[src/rtl/timer_int_pkg.sv]
// timer_int_pkg: FSM state encodings and timeout counter width shared by the timer interrupt arbiter and register decode
package timer_int_pkg;
    typedef enum logic [1:0] {
        IDLE     = 2'd0,
        ASSERT   = 2'd1,
        CLEAR    = 2'd2,
        WAIT_LOW = 2'd3
    } state_t;
    localparam int TMO_W = 8;
endpackage

[src/rtl/timer_int_prio_sel.sv]
// timer_int_prio_sel: picks one pending channel, lowest index first or rotating from rr_ptr when TIMER_INT_RR_EN is defined
module timer_int_prio_sel #(
    parameter int N_CH = 4,
    parameter int ID_W = 2
) (
    input  logic [N_CH-1:0] pend,
`ifdef TIMER_INT_RR_EN
    input  logic [ID_W-1:0] rr_ptr,
`endif
    output logic            valid,
    output logic [ID_W-1:0] idx
);
`ifdef TIMER_INT_RR_EN
    logic [ID_W:0]   sum;
    logic [ID_W-1:0] j;
    // scan backwards from the farthest slot so the entry nearest rr_ptr wins
    always_comb begin
        valid = |pend;
        idx = '0;
        sum = '0;
        j = '0;
        for (int k = N_CH-1; k >= 0; k--) begin
            sum = {1'b0, rr_ptr} + (ID_W+1)'(k);
            j = (sum >= (ID_W+1)'(N_CH)) ? ID_W'(sum - (ID_W+1)'(N_CH)) : ID_W'(sum);
            if (pend[j]) idx = j;
        end
    end
`else
    always_comb begin
        valid = |pend;
        idx = '0;
        for (int i = N_CH-1; i >= 0; i--)
            if (pend[i]) idx = ID_W'(i);
    end
`endif
endmodule

[src/rtl/timer_int_arbiter.sv]
// timer_int_arbiter: shares one CPU irq among N_CH timer channels with ack/clear/wait-low handshake; TIMER_INT_RR_EN selects round-robin
module timer_int_arbiter
    import timer_int_pkg::*;
#(
    parameter int N_CH    = 4,
    parameter int ID_W    = 2,
    parameter int TMO_CYC = 15
) (
    input  logic            sys_clk,
    input  logic            sys_rst,
    input  logic [N_CH-1:0] ch_int,
    input  logic [N_CH-1:0] ch_mask,
    input  logic            irq_ack,
    input  logic            tmo_err_clr,
    output logic            irq,
    output logic [ID_W-1:0] irq_id,
    output logic [N_CH-1:0] int_clr,
    output logic            busy,
    output logic            tmo_err
);
    state_t            state, state_nxt;
    logic [N_CH-1:0]   pend;
    logic [TMO_W-1:0]  tmo_cnt, tmo_nxt;
    logic              timeout, win_vld;
    logic [ID_W-1:0]   win_idx;
`ifdef TIMER_INT_RR_EN
    logic [ID_W-1:0]   rr_ptr;
`endif

    assign pend = ch_int & ~ch_mask;
    assign busy = (state != IDLE);

    timer_int_prio_sel #(.N_CH(N_CH), .ID_W(ID_W)) u_sel (
        .pend  (pend),
`ifdef TIMER_INT_RR_EN
        .rr_ptr(rr_ptr),
`endif
        .valid (win_vld),
        .idx   (win_idx)
    );

    always_comb begin
        state_nxt = state;
        timeout = 1'b0;
        tmo_nxt = (tmo_cnt == TMO_W'(TMO_CYC)) ? tmo_cnt : tmo_cnt + 1'b1;
        case (state)
            IDLE:     state_nxt = win_vld ? ASSERT : IDLE;
            ASSERT:   state_nxt = irq_ack ? CLEAR : (pend[irq_id] ? ASSERT : IDLE);
            CLEAR:    state_nxt = WAIT_LOW;
            WAIT_LOW: begin
                timeout = ch_int[irq_id] && (tmo_nxt == TMO_W'(TMO_CYC));
                state_nxt = (!ch_int[irq_id] || timeout) ? IDLE : WAIT_LOW;
            end
            default:  state_nxt = IDLE;
        endcase
    end

    always_ff @(posedge sys_clk or posedge sys_rst) begin
        if (sys_rst) begin
            state   <= IDLE;
            irq     <= 1'b0;
            irq_id  <= '0;
            int_clr <= '0;
            tmo_cnt <= '0;
            tmo_err <= 1'b0;
        end else begin
            state   <= state_nxt;
            irq     <= (state_nxt == ASSERT);
            int_clr <= (state_nxt == CLEAR) ? (N_CH'(1) << irq_id) : '0;
            if (state == IDLE && win_vld) irq_id <= win_idx;
            tmo_cnt <= (state == CLEAR) ? '0 : (state == WAIT_LOW) ? tmo_nxt : tmo_cnt;
            tmo_err <= timeout | (tmo_err & ~tmo_err_clr);
        end
    end

`ifdef TIMER_INT_RR_EN
    always_ff @(posedge sys_clk or posedge sys_rst) begin
        if (sys_rst)
            rr_ptr <= '0;
        else if (state == CLEAR)
            rr_ptr <= (irq_id == ID_W'(N_CH-1)) ? '0 : irq_id + 1'b1;
    end
`endif
endmodule

[config.mk]
export PLATFORM = sky130hd
export DESIGN_NAME = timer_int_arbiter
export DESIGN_NICKNAME = d
export VERILOG_FILES = /design/src/rtl/timer_int_pkg.sv /design/src/rtl/timer_int_prio_sel.sv /design/src/rtl/timer_int_arbiter.sv
export SDC_FILE = /design/constraint.sdc
export NUM_CORES = 1
export LEC_CHECK = 0
export CAP_MARGIN = 30
export CORE_MARGIN = 1
export CORE_UTILIZATION = 45
export CTS_CLUSTER_DIAMETER = 60
export DETAILED_ROUTE_END_ITERATION = 12
export MAX_ROUTING_LAYER = met4
export PLACE_DENSITY_LB_ADDON = 0.15
export SKIP_LAST_GASP = 1
export SLEW_MARGIN = 20
export SYNTH_ARGS = -nofsm -noshare
export SYNTH_HDL_FRONTEND = slang
export SYNTH_SLANG_ARGS = --single-unit
[constraint.sdc]
create_clock -name sys_clk -period 4.9 [get_ports sys_clk]
set_input_delay 0.98 -clock sys_clk [delete_from_list [all_inputs] [get_ports sys_clk]]
set_output_delay 0.98 -clock sys_clk [all_outputs]
set_load 0.02 [all_outputs]
-- After elaboration in Yosys (flattened, before gate mapping)
Cells that the tools add are included.
- flip-flop bits (word level): 18
- bits in latches: 0
- bits in writable memories: 0
- bits in read-only memories: 0
- input port bits: 12
- output and inout port bits: 9
- logic and storage cells: 47
- memories: 0
- $add $sub $neg: 1
- $mul: 0
- div/mod/pow operators: 0
- magnitude comparators: 1
- equal/unequal tests: 7
- shift operators: 1
- muxes and demuxes: 18
- bitwise operators: 5
- reductions and logical operators: 8
- operator list (kind ; count):
    $mux 8 ; 3
    $eq 8x4->1 const B ; 2
    $mux 2 ; 6
    $add 8x1->8 const B ; 1
    $pmux 2 s4 ; 1
    $eq 2x2->1 const B ; 3
    $mux 1 ; 5
    $and 4x4->4 ; 1
    $bmux 1 s2 ; 2
    $eq 2x1->1 const B ; 2
    $mux 4 ; 1
    $not 4->4 ; 1
    $reduce_bool 2->1 ; 2
    $reduce_or 4->1 ; 1
    $shl 1x2->4 const A ; 1
    $lt 2x3->1 const B ; 1
    $logic_and 1x1->1 ; 2
    $logic_not 2->1 ; 1
    $and 1x1->1 ; 1
    $logic_not 1->1 ; 1
    $logic_or 1x1->1 ; 1
    $not 1->1 ; 1
    $or 1x1->1 ; 1

-- Depth between registers and ports, before layout
Gate-level depths: netlist (run 1).
- depth in word-level cells: 9
- depth in mapped cells: 7

-- Hierarchy
Synthesis (run 1) repeated with hierarchy kept, for this count alone.
- cell total of the unflattened synthesis: 115
- area, all modules: 1081.0 µm²
- modules (own cells, without submodules) (module ; instances ; cells each ; area each (µm²)):
    timer_int_arbiter ; 1 ; 108 ; 1046.0
    timer_int_prio_sel ; 1 ; 7 ; 35.0

-- Worst setup path before layout (run 1)
No wires, ideal clock.
- path type: in2reg
- from: input ch_int[3]
- to: register state[0]
- setup time: 0.132 ns
- arrival time: 2.035 ns
- slack: 2.733 ns
- stages: 3
- buffers on the path: 0
- cells stage by stage: mux4_4 -> o311ai_2 -> or3b_1
- word-level cells in the longest chain between the ends: 6
- ends and longest elaborated chain (element ; line ; RTL):
    from (decl) ; timer_int_arbiter.sv:11 ; input logic [N_CH-1:0] ch_int,
    $and 4x4->4 / $bmux 1 s2 (equally long branches) ; timer_int_arbiter.sv:30, timer_int_arbiter.sv:51, timer_int_arbiter.sv:52 ;
    $bmux 1 s2 / $mux 1 (equally long branches) ; timer_int_arbiter.sv:48, timer_int_arbiter.sv:51, timer_int_arbiter.sv:52 ;
    $mux 1 (not written as such) (tied with other cells) ; timer_int_arbiter.sv:48 ; ASSERT: state_nxt = irq_ack ? CLEAR : (pend[irq_id] ? ASSERT : IDLE);
    $mux 1 / $logic_or 1x1->1 (equally long branches) ; timer_int_arbiter.sv:48, timer_int_arbiter.sv:52 ;
    $mux 2 (on tied branches) ; timer_int_arbiter.sv:48, timer_int_arbiter.sv:52 ;
    $pmux 2 s4 (*) ; timer_int_arbiter.sv:46 ; case (state)
    via state_nxt[0] ; timer_int_arbiter.sv:21 ; state_t state, state_nxt;
    to (signal assigned) ; timer_int_arbiter.sv:67 ; state <= state_nxt;
    to (decl) ; timer_int_arbiter.sv:21 ;
Mark *: on every way through the listed nets, which the timed path passes. The rest lies on a longest branch. The select of a mux whose other input is x is not followed.
A chain may end at the register's enable or synchronous reset.

-- Final worst setup path (run 1)
- from: register state[1]
- to: output busy
- word-level cells in the longest chain between the ends: 1
- ends and longest elaborated chain (element ; line ; RTL):
    $reduce_bool 2->1 ; timer_int_arbiter.sv:31 ; assign busy = (state != IDLE);
    to (decl) ; timer_int_arbiter.sv:18 ; output logic busy,
No other way between the ends.

==> results.cfg, run 1 <==
[status]
outcome = finished clean

[drt]
wl_per_cell_um = 14.7
drt-initial-drc-count = 13
viasPerCell = 5.85
drt_first_pass_iters = 4
final_antenna_net_count = 0
wirelength_mm = 2.50
num_vias = 995
drc_errors = 0

[synthesis]
syn_inst = 125
synth_area_leaders = dfrtp_1 40%, nand2_1 5.6%, buf_6 4.0%, nor2_1 4.0%, a21oi_1 3.1%
post_synth.cell_area_avg_um2 = 9.12
yosys_warnings = 0
ys_ff_latch = 18
netlist_area_um2 = 1140
ys_async_sr_fraction = 1.00
synth_edf_count = 0
yosysUniqueCellTypes = 43
synth_ff_type = dfrtp_1
synth-seq-area-share = 0.395
yosysMostFrequentCell = dfrtp_1
synth_top_cell_area_share = 0.395
synth.largest_area_cell = dfrtp_1
syn_nets = 138
synth_commonest_cells = 18 x dfrtp_1, 17 x nand2_1, 12 x nor2_1

[critical_path]
slowest_stage = dfrtp_1
critPathBufInv = 2
path_cells = nor2_1, inv_1, clkdlybuf4s50_1
rr_worst_depth = 6
arrival_ns = 1.89
r2r_start = tmo_cnt[1]$_DFFE_PP0P_
cp-end-kind = output pin
crit_path_start_kind = register
cp_num_cells = 3
max_stage_delay_ns = 0.70
cpLargestDelayFamily = flip-flops
worstSetupPathType = register to output pin
cp_max_fo = 17
reg2reg_setup_slack_ns = 2.55
cp.required_ns = 3.92
reg2reg_to = state[0]$_DFF_PP0_

[power_and_ir_drop]
comb_power_share = 0.429
sw_frac_of_total = 0.421
p_seq_frac = 0.418
powerDensity_nw_per_um2 = 450
p_int_uw = 352
vdd_drop_max_mv = 0.339
p_leak_nw = 0.532
p_total_uw = 608
p_clk_frac = 0.154
p_switching_uw = 256

[timing]
fin_crit_ns = 2.87
fmax_ghz = 0.349
worst_pin_slew_ns = 0.689
hold_viol = 0
skew_ns = 0.00800
maxSlewViolCount = 0
rsz0062_at_grt = false
fin_worst_hold_slack_ns = 0.501
setup-tns-final_ns = 0
slew_headroom = 0.540
fin_crit_sh = 0.585
setup_violations = 0

[clock_network]
cts_setup_buffers = 0
clockBufferDepth = 2
cts_hold_buf = 0
clock_latency_ns = 0.30
cts_tree = yes
cts_resized = 0
ctsRootBufferMaster = clkbuf_4
clkTransAtPathRegs_ns = 0.11
htreeDepth = 1
cts_buffers = 3
cts.sinks = 18

[placement]
dp_hpwl_mm = 1.89
gp_congestion = 0.836
dp_cells = 166
port_buffers = 20

[layout]
syn_to_final_growth_pct = 18.4
layout.nets = 156
drive_gt1_frac = 0.0915
n_antenna_cell = 0
layoutNonFillerInstCount = 170

[floorplanning]
num_rows = 17
core_area_um2 = 2300
io_pins = 21
fp.dieH_um = 52.3
initial_core_util = 0.496
dieArea_um2 = 2740
die_x_um = 52.3

[grt]
grt_max_degree = 19
grt_pass1_vias = 997
track_usage = 0.231
grt_pass1_wl_mm = 4.46
antenna_found_initial = 0
grt-ovfl-total = 0

[worst_hold_path]
worstHoldStart = tmo_err$_DFF_PP0_
hold_class = register to register
min_to = tmo_err$_DFF_PP0_
min_delay_path_depth = 2

[job]
maxCapViolations = 0
-- state kept, by name, summed over array words and instances, names as in the netlist --
signal,flops
irq,1
state,2
tmo_err,1
int_clr,4
irq_id,2
tmo_cnt,8
-- routing by layer --
layer	vias up	wire [um]	GRT usage
met1	487	1200	0.282
met4	0	20	0.0965
met3	2	82	0.0754
li1	490	-	-
met5	-	0	-
met2	16	1190	0.348
-- cell families (layout without fill, tap and decap cells) --
logic type                 count (synthesis)  count (layout)  synth area share
buffers and inverters                     14              31            0.0768
DFF                                       18              18             0.395
adders and majority gates                  1               1            0.0110
and+or+nand+nor                           58              58             0.276
muxes                                      3               3            0.0505
AOI/OAI and AO/OA                         31              31             0.191
-- final cells by class --
cell class,instances,area (um2)
Fill cell,217,947
Clock buffer,4,36.3
Sequential cell,18,450
Multi-Input combinational cell,93,602
Inverter,7,26.3
Tap cell,28,35.0
Timing Repair Buffer,20,200
-- per-stage QoR --
stage               area, um2  utilization  setup WS [ns]
floorplan                1140            -           2.73
detailed placement       1310        0.572           2.11
finish                   1350        0.588           2.03
global placement         1310        0.572           2.07
global route             1350        0.588           1.93
CTS                      1350        0.588           2.05
-- cell usage in the layout (no fill, tap or decap), drive strengths merged, types with 2 or more instances in the layout --
cell and n:
nand3 6, o21ai 7, o22ai 2, o311ai 2, o2bb2ai 2, nand2 17, inv 7, nor2 12
o32ai 2, clkdlybuf4s50 20, nand2b 5, a21boi 2, dfrtp 18, clkbuf 4, a21oi 7, nor4 5
a31oi 2, mux4 2, nor3 4
-- tightest hold or removal path: cells and delay by family (launching register included) --
family / cells / cell delay [ns]
AOI/OAI and AO/OA: 1 / 0.06
DFF: 1 / 0.36
and+or+nand+nor: 1 / 0.06
-- worst max-delay path by stage --
stage | startpoint | end | slack, ns
global placement | ch_mask[1] | state[0]$_DFF_PP0_ | 2.07
finish | state[1]$_DFF_PP0_ | busy | 2.03
detailed placement | ch_int[3] | state[0]$_DFF_PP0_ | 2.11
floorplan | ch_int[3] | state[0]$_DFF_PP0_ | 2.73
CTS | state[1]$_DFF_PP0_ | busy | 2.05
global route | state[1]$_DFF_PP0_ | busy | 1.93
-- power groups by stage --
stage | Clock [mW] | Sequential [mW] | Combinational (mW)
finish | 0.0934 | 0.254 | 0.261
global route | 0.102 | 0.264 | 0.286
CTS | 0.0957 | 0.253 | 0.261
detailed placement | 0 | 0.256 | 0.259
global placement | 0 | 0.253 | 0.254
floorplan | 0 | 0.238 | 0.195
(Power assumes the default switching activity.)
==> run 2, diff against run 1 <==
==> constraint.sdc (replaced) <==
create_clock -name sys_clk -period 2.4 [get_ports sys_clk]
set_input_delay 0.48 -clock sys_clk [delete_from_list [all_inputs] [get_ports sys_clk]]
set_output_delay 0.48 -clock sys_clk [all_outputs]
set_load 0.02 [all_outputs]
==> results.cfg, run 2 (synthesis gave the netlist of run 1 again) <==
[layout]
fill_cells = 206
n_antenna_cell = 0
syn_to_final_growth_pct = 21.1
layout_common_cells = 20 x clkdlybuf4s50_1, 18 x dfrtp_1, 17 x nand2_1
largest_register_ffs = 8
drive_gt1_frac = 0.116
final_common_cell = clkdlybuf4s50_1
layout.nets = 160
multiInputGateArea_um2 = 602
utilization = 0.601
largestRegisters = tmo_cnt (8), int_clr (4)
seq_area_um2 = 450
largest-register = tmo_cnt

[clock_network]
cts_setup_buffers = 0
clock_latency_ns = 0.31
clockBufferDepth = 2
clkTransAtPathRegs_ns = 0.12
cts_buffers = 3
cts_hold_buf = 0
cts_tree = yes
htreeDepth = 1
cts_resized = 0
ctsRootBufferMaster = clkbuf_4
cts.sinks = 18

[floorplanning]
num_rows = 17
core_area_um2 = 2300
io_pins = 21
fp.dieH_um = 52.3
die_x_um = 52.3
initial_core_util = 0.496
dieArea_um2 = 2740

[drt]
drc_errors = 0
wl_per_cell_um = 15.2
viasPerCell = 5.84
final_antenna_net_count = 0
wirelength_mm = 2.65
drt-initial-drc-count = 16
num_vias = 1016
drt_first_pass_iters = 4

[critical_path]
cp_max_fo = 9
cp-end-kind = register
reg2reg_setup_slack_ns = 0.24
cp.required_ns = 2.59
crit_path_start_kind = register
arrival_ns = 2.36
rr_worst_depth = 6
reg2reg_to = state[0]$_DFF_PP0_
r2r_start = tmo_cnt[0]$_DFFE_PP0P_
worstSetupPathType = register to register

[status]
outcome = finished clean

[grt]
grt-ovfl-total = 0
grt_pass1_wl_mm = 4.44
grt_max_degree = 19
antenna_found_initial = 0
track_usage = 0.229
grt_pass1_vias = 1014

[timing]
rsz0062_at_grt = false
fmax_ghz = 0.462
worst_pin_slew_ns = 0.716
setup-tns-final_ns = 0
maxSlewViolCount = 0
fin_crit_ns = 2.16
hold_viol = 0
skew_ns = 0.00845
setup_violations = 0
slew_headroom = 0.522
fin_crit_sh = 0.902

[power_and_ir_drop]
comb_power_share = 0.484
p_switching_uw = 539
p_clk_frac = 0.157
p_total_mw = 1.28
p_leak_nw = 0.553
sw_frac_of_total = 0.420
powerDensity_nw_per_um2 = 931
p_int_uw = 746
vdd_drop_max_mv = 0.562
p_seq_frac = 0.359

[job]
maxCapViolations = 0

[worst_hold_path]
hold_class = register to register
worstHoldStart = tmo_err$_DFF_PP0_
min_to = tmo_err$_DFF_PP0_
min_delay_path_depth = 2

[placement]
dp_hpwl_mm = 1.95
port_buffers = 20
gp_congestion = 0.870
[run 2: changes by cell type in the layout (fill, tap and decap cells not counted), sizes merged]
cell and delta:
buf +4
[run 2: worst max-delay path, stage by stage, from the launching register on]
cell      delay, ns
dfrtp_1        0.38
ha_1           0.27
nand3_2        0.24
nor4_1         0.35
o22ai_1        0.18
o311ai_2       0.26
or3b_1         0.37
[run 2: layout make-up]
| cell class | count | share of cell area |
|---|---|---|
| timing repair buffer | 24 | 0.167 |
| sequential | 18 | 0.326 |
| clock buffer | 4 | 0.0263 |
| inverter | 7 | 0.0190 |
| tap | 28 | 0.0254 |
| multi-input combinational | 93 | 0.436 |
[run 2: how the worst max path moves through the flow]
stage | startpoint | end | cells after the start
6_report | tmo_cnt[0]$_DFFE_PP0P_ | state[0]$_DFF_PP0_ | 6
5_1_grt | tmo_cnt[0]$_DFFE_PP0P_ | state[0]$_DFF_PP0_ | 6
4_1_cts | state[0]$_DFF_PP0_ | busy | 3
3_5_place_dp | ch_mask[1] | state[0]$_DFF_PP0_ | 5
3_3_place_gp | ch_mask[3] | state[0]$_DFF_PP0_ | 5
2_1_floorplan | tmo_cnt[1]$_DFFE_PP0P_ | state[0]$_DFF_PP0_ | 6
[run 2: metal layers]
layer  GRT usage  routed length [um]  up-vias
li1            -                   -      494
met1       0.277                1230      489
met2       0.369                1280       29
met3      0.0348                 102        4
met4       0.114                  37        0
met5           -                   0        -
[run 2: stage by stage]
| step | hold WS (ns) | area [um2] | std cells | setup slack, ns |
|---|---|---|---|---|
| global placement | 0.504 | 1340 | 170 | 0.0597 |
| CTS | 0.526 | 1380 | 174 | 0.235 |
| detailed placement | 0.501 | 1340 | 170 | 0.0856 |
| finish | 0.514 | 1380 | 174 | 0.236 |
| global route | 0.548 | 1380 | 174 | 0.0791 |
| floorplan | 0.419 | 1140 | 125 | 0.420 |
[run 2: power groups by stage]
stage | combinational [mW] | clock (mW) | sequential (mW)
after detailed placement | 0.620 | 0 | 0.467
final | 0.622 | 0.201 | 0.461
after global placement | 0.608 | 0 | 0.463
after CTS | 0.623 | 0.204 | 0.460
after global routing | 0.683 | 0.215 | 0.477
after floorplan | 0.397 | 0 | 0.485
==> run 3, diff against run 2 <==
==> constraint.sdc (replaced) <==
create_clock -name sys_clk -period 2.39 [get_ports sys_clk]
set_input_delay 0.478 -clock sys_clk [delete_from_list [all_inputs] [get_ports sys_clk]]
set_output_delay 0.478 -clock sys_clk [all_outputs]
set_load 0.02 [all_outputs]
==> results.cfg, run 3 (synthesis gave the netlist of run 1 again) <==
[timing]
worst_pin_slew_ns = 0.688
fin_crit_sh = 0.898
skew_ns = 0.00197
slew_headroom = 0.541
hold_viol = 0
fmax_ghz = 0.466
setup_violations = 0
fin_crit_ns = 2.15
rsz0062_at_grt = false
maxSlewViolCount = 0
setup-tns-final_ns = 0
fin_ws_ns = 0.243

[job]
maxCapViolations = 0

[power_and_ir_drop]
powerDensity_nw_per_um2 = 900
p_clk_frac = 0.121
p_switching_uw = 521
comb_power_share = 0.506
p_int_uw = 715
p_seq_frac = 0.373
vdd_drop_max_mv = 0.575
p_leak_nw = 0.551
sw_frac_of_total = 0.421

[layout]
drive_gt1_frac = 0.116
largest-register = tmo_cnt
largestRegisters = tmo_cnt (8), int_clr (4)
syn_to_final_growth_pct = 20.5
fill_cells = 210
layout_common_cells = 20 x clkdlybuf4s50_1, 18 x dfrtp_1, 17 x nand2_1
final_common_cell = clkdlybuf4s50_1
largest_register_ffs = 8
seq_area_um2 = 450
post-route-cell-area_um2 = 1370
multiInputGateArea_um2 = 602
n_antenna_cell = 0
layout.nets = 161

[grt]
track_usage = 0.218
antenna_found_initial = 0
grt_pass1_vias = 961
grt-ovfl-total = 0
grt_pass1_wl_mm = 4.29
grt_max_degree = 19

[status]
outcome = finished clean

[clock_network]
cts_setup_buffers = 0
cts_buffers = 3
cts.sinks = 18
cts_tree = yes
cts_resized = 0
cts_hold_buf = 0
clock_latency_ns = 0.28
clkTransAtPathRegs_ns = 0.10
clockBufferDepth = 2
htreeDepth = 1
ctsRootBufferMaster = clkbuf_4

[critical_path]
critPathBufInv = 2
cp.required_ns = 1.91
cpLargestDelayFamily = buffers and inverters
path_cells = nor2_1, inv_1, clkdlybuf4s50_1
worstSetupPathType = register to output pin
crit_path_start_kind = register
cp-end-kind = output pin
cp_max_fo = 9
max_stage_delay_ns = 0.54
arrival_ns = 1.67
slowest_stage = clkdlybuf4s50_1

[placement]
dp_slack_ns = 0.0696
place_area_um2 = 1350
gp_congestion = 0.858
dp_hpwl_mm = 1.90
port_buffers = 20

[floorplanning]
initial_core_util = 0.496
core_area_um2 = 2300
io_pins = 21
dieArea_um2 = 2740
num_rows = 17
fp.dieH_um = 52.3
die_x_um = 52.3

[drt]
num_vias = 999
drt_first_pass_iters = 4
drt-initial-drc-count = 23
wl_per_cell_um = 14.4
final_antenna_net_count = 0
drc_errors = 0
viasPerCell = 5.74
wirelength_mm = 2.51

[worst_hold_path]
hold_class = register to register
## run 3: cell count changes in the layout (fill, tap and decap cells not counted), sizes merged
cell    change
clkbuf      -1
buf         +1
## run 3: power groups by stage
stage | clock network [mW] | registers, mW | logic, mW
floorplan | 0 | 0.487 | 0.399
global placement | 0 | 0.465 | 0.612
detailed placement | 0 | 0.468 | 0.619
CTS | 0.160 | 0.462 | 0.623
global route | 0.172 | 0.477 | 0.679
finish | 0.150 | 0.461 | 0.625
## run 3: per-layer routing
metal	part of all wire	track usage
met2	0.48	0.369
met3	0.047	0.0319
met4	0.0056	0.0570
met5	0	-
met1	0.47	0.270
## run 3: worst paths after layout
path | startpoint | to | slack, ns | depth (start not counted)
setup / recovery | state[0]$_DFF_PP0_ | busy | 0.24 | 3
hold / removal | tmo_err$_DFF_PP0_ | tmo_err$_DFF_PP0_ | 0.54 | 2
setup reg to reg | tmo_cnt[1]$_DFFE_PP0P_ | state[0]$_DFF_PP0_ | 0.32 | 6
hold reg to reg | tmo_err$_DFF_PP0_ | tmo_err$_DFF_PP0_ | 0.54 | 2
max in group asynchronous | sys_rst | irq$_DFF_PP0_ | 1.36 | 2
min in group asynchronous | sys_rst | tmo_cnt[0]$_DFFE_PP0P_ | 0.59 | 2
## run 3: area by class of cell
class,instances,share of cell area
sequential,18,0.328
timing repair buffer,25,0.173
tap,28,0.0255
clock buffer,3,0.0164
multi-input combinational,93,0.438
inverter,7,0.0191
## run 3: stage by stage
step	utilization	cells	hold WS (ns)	total power, mW
3_5_place_dp	0.588	171	0.521	1.09
6_report	0.598	174	0.544	1.24
3_3_place_gp	0.588	171	0.504	1.08
2_1_floorplan	-	125	0.417	0.886
4_1_cts	0.598	174	0.548	1.25
5_1_grt	0.598	174	0.578	1.33
## run 3: worst reg2reg max path: cells and delay by family (launching register included)
kind | cells | cell delay (ns)
simple gates | 3 | 0.92
fa+ha+maj | 1 | 0.27
compound gates | 2 | 0.40
flops | 1 | 0.38
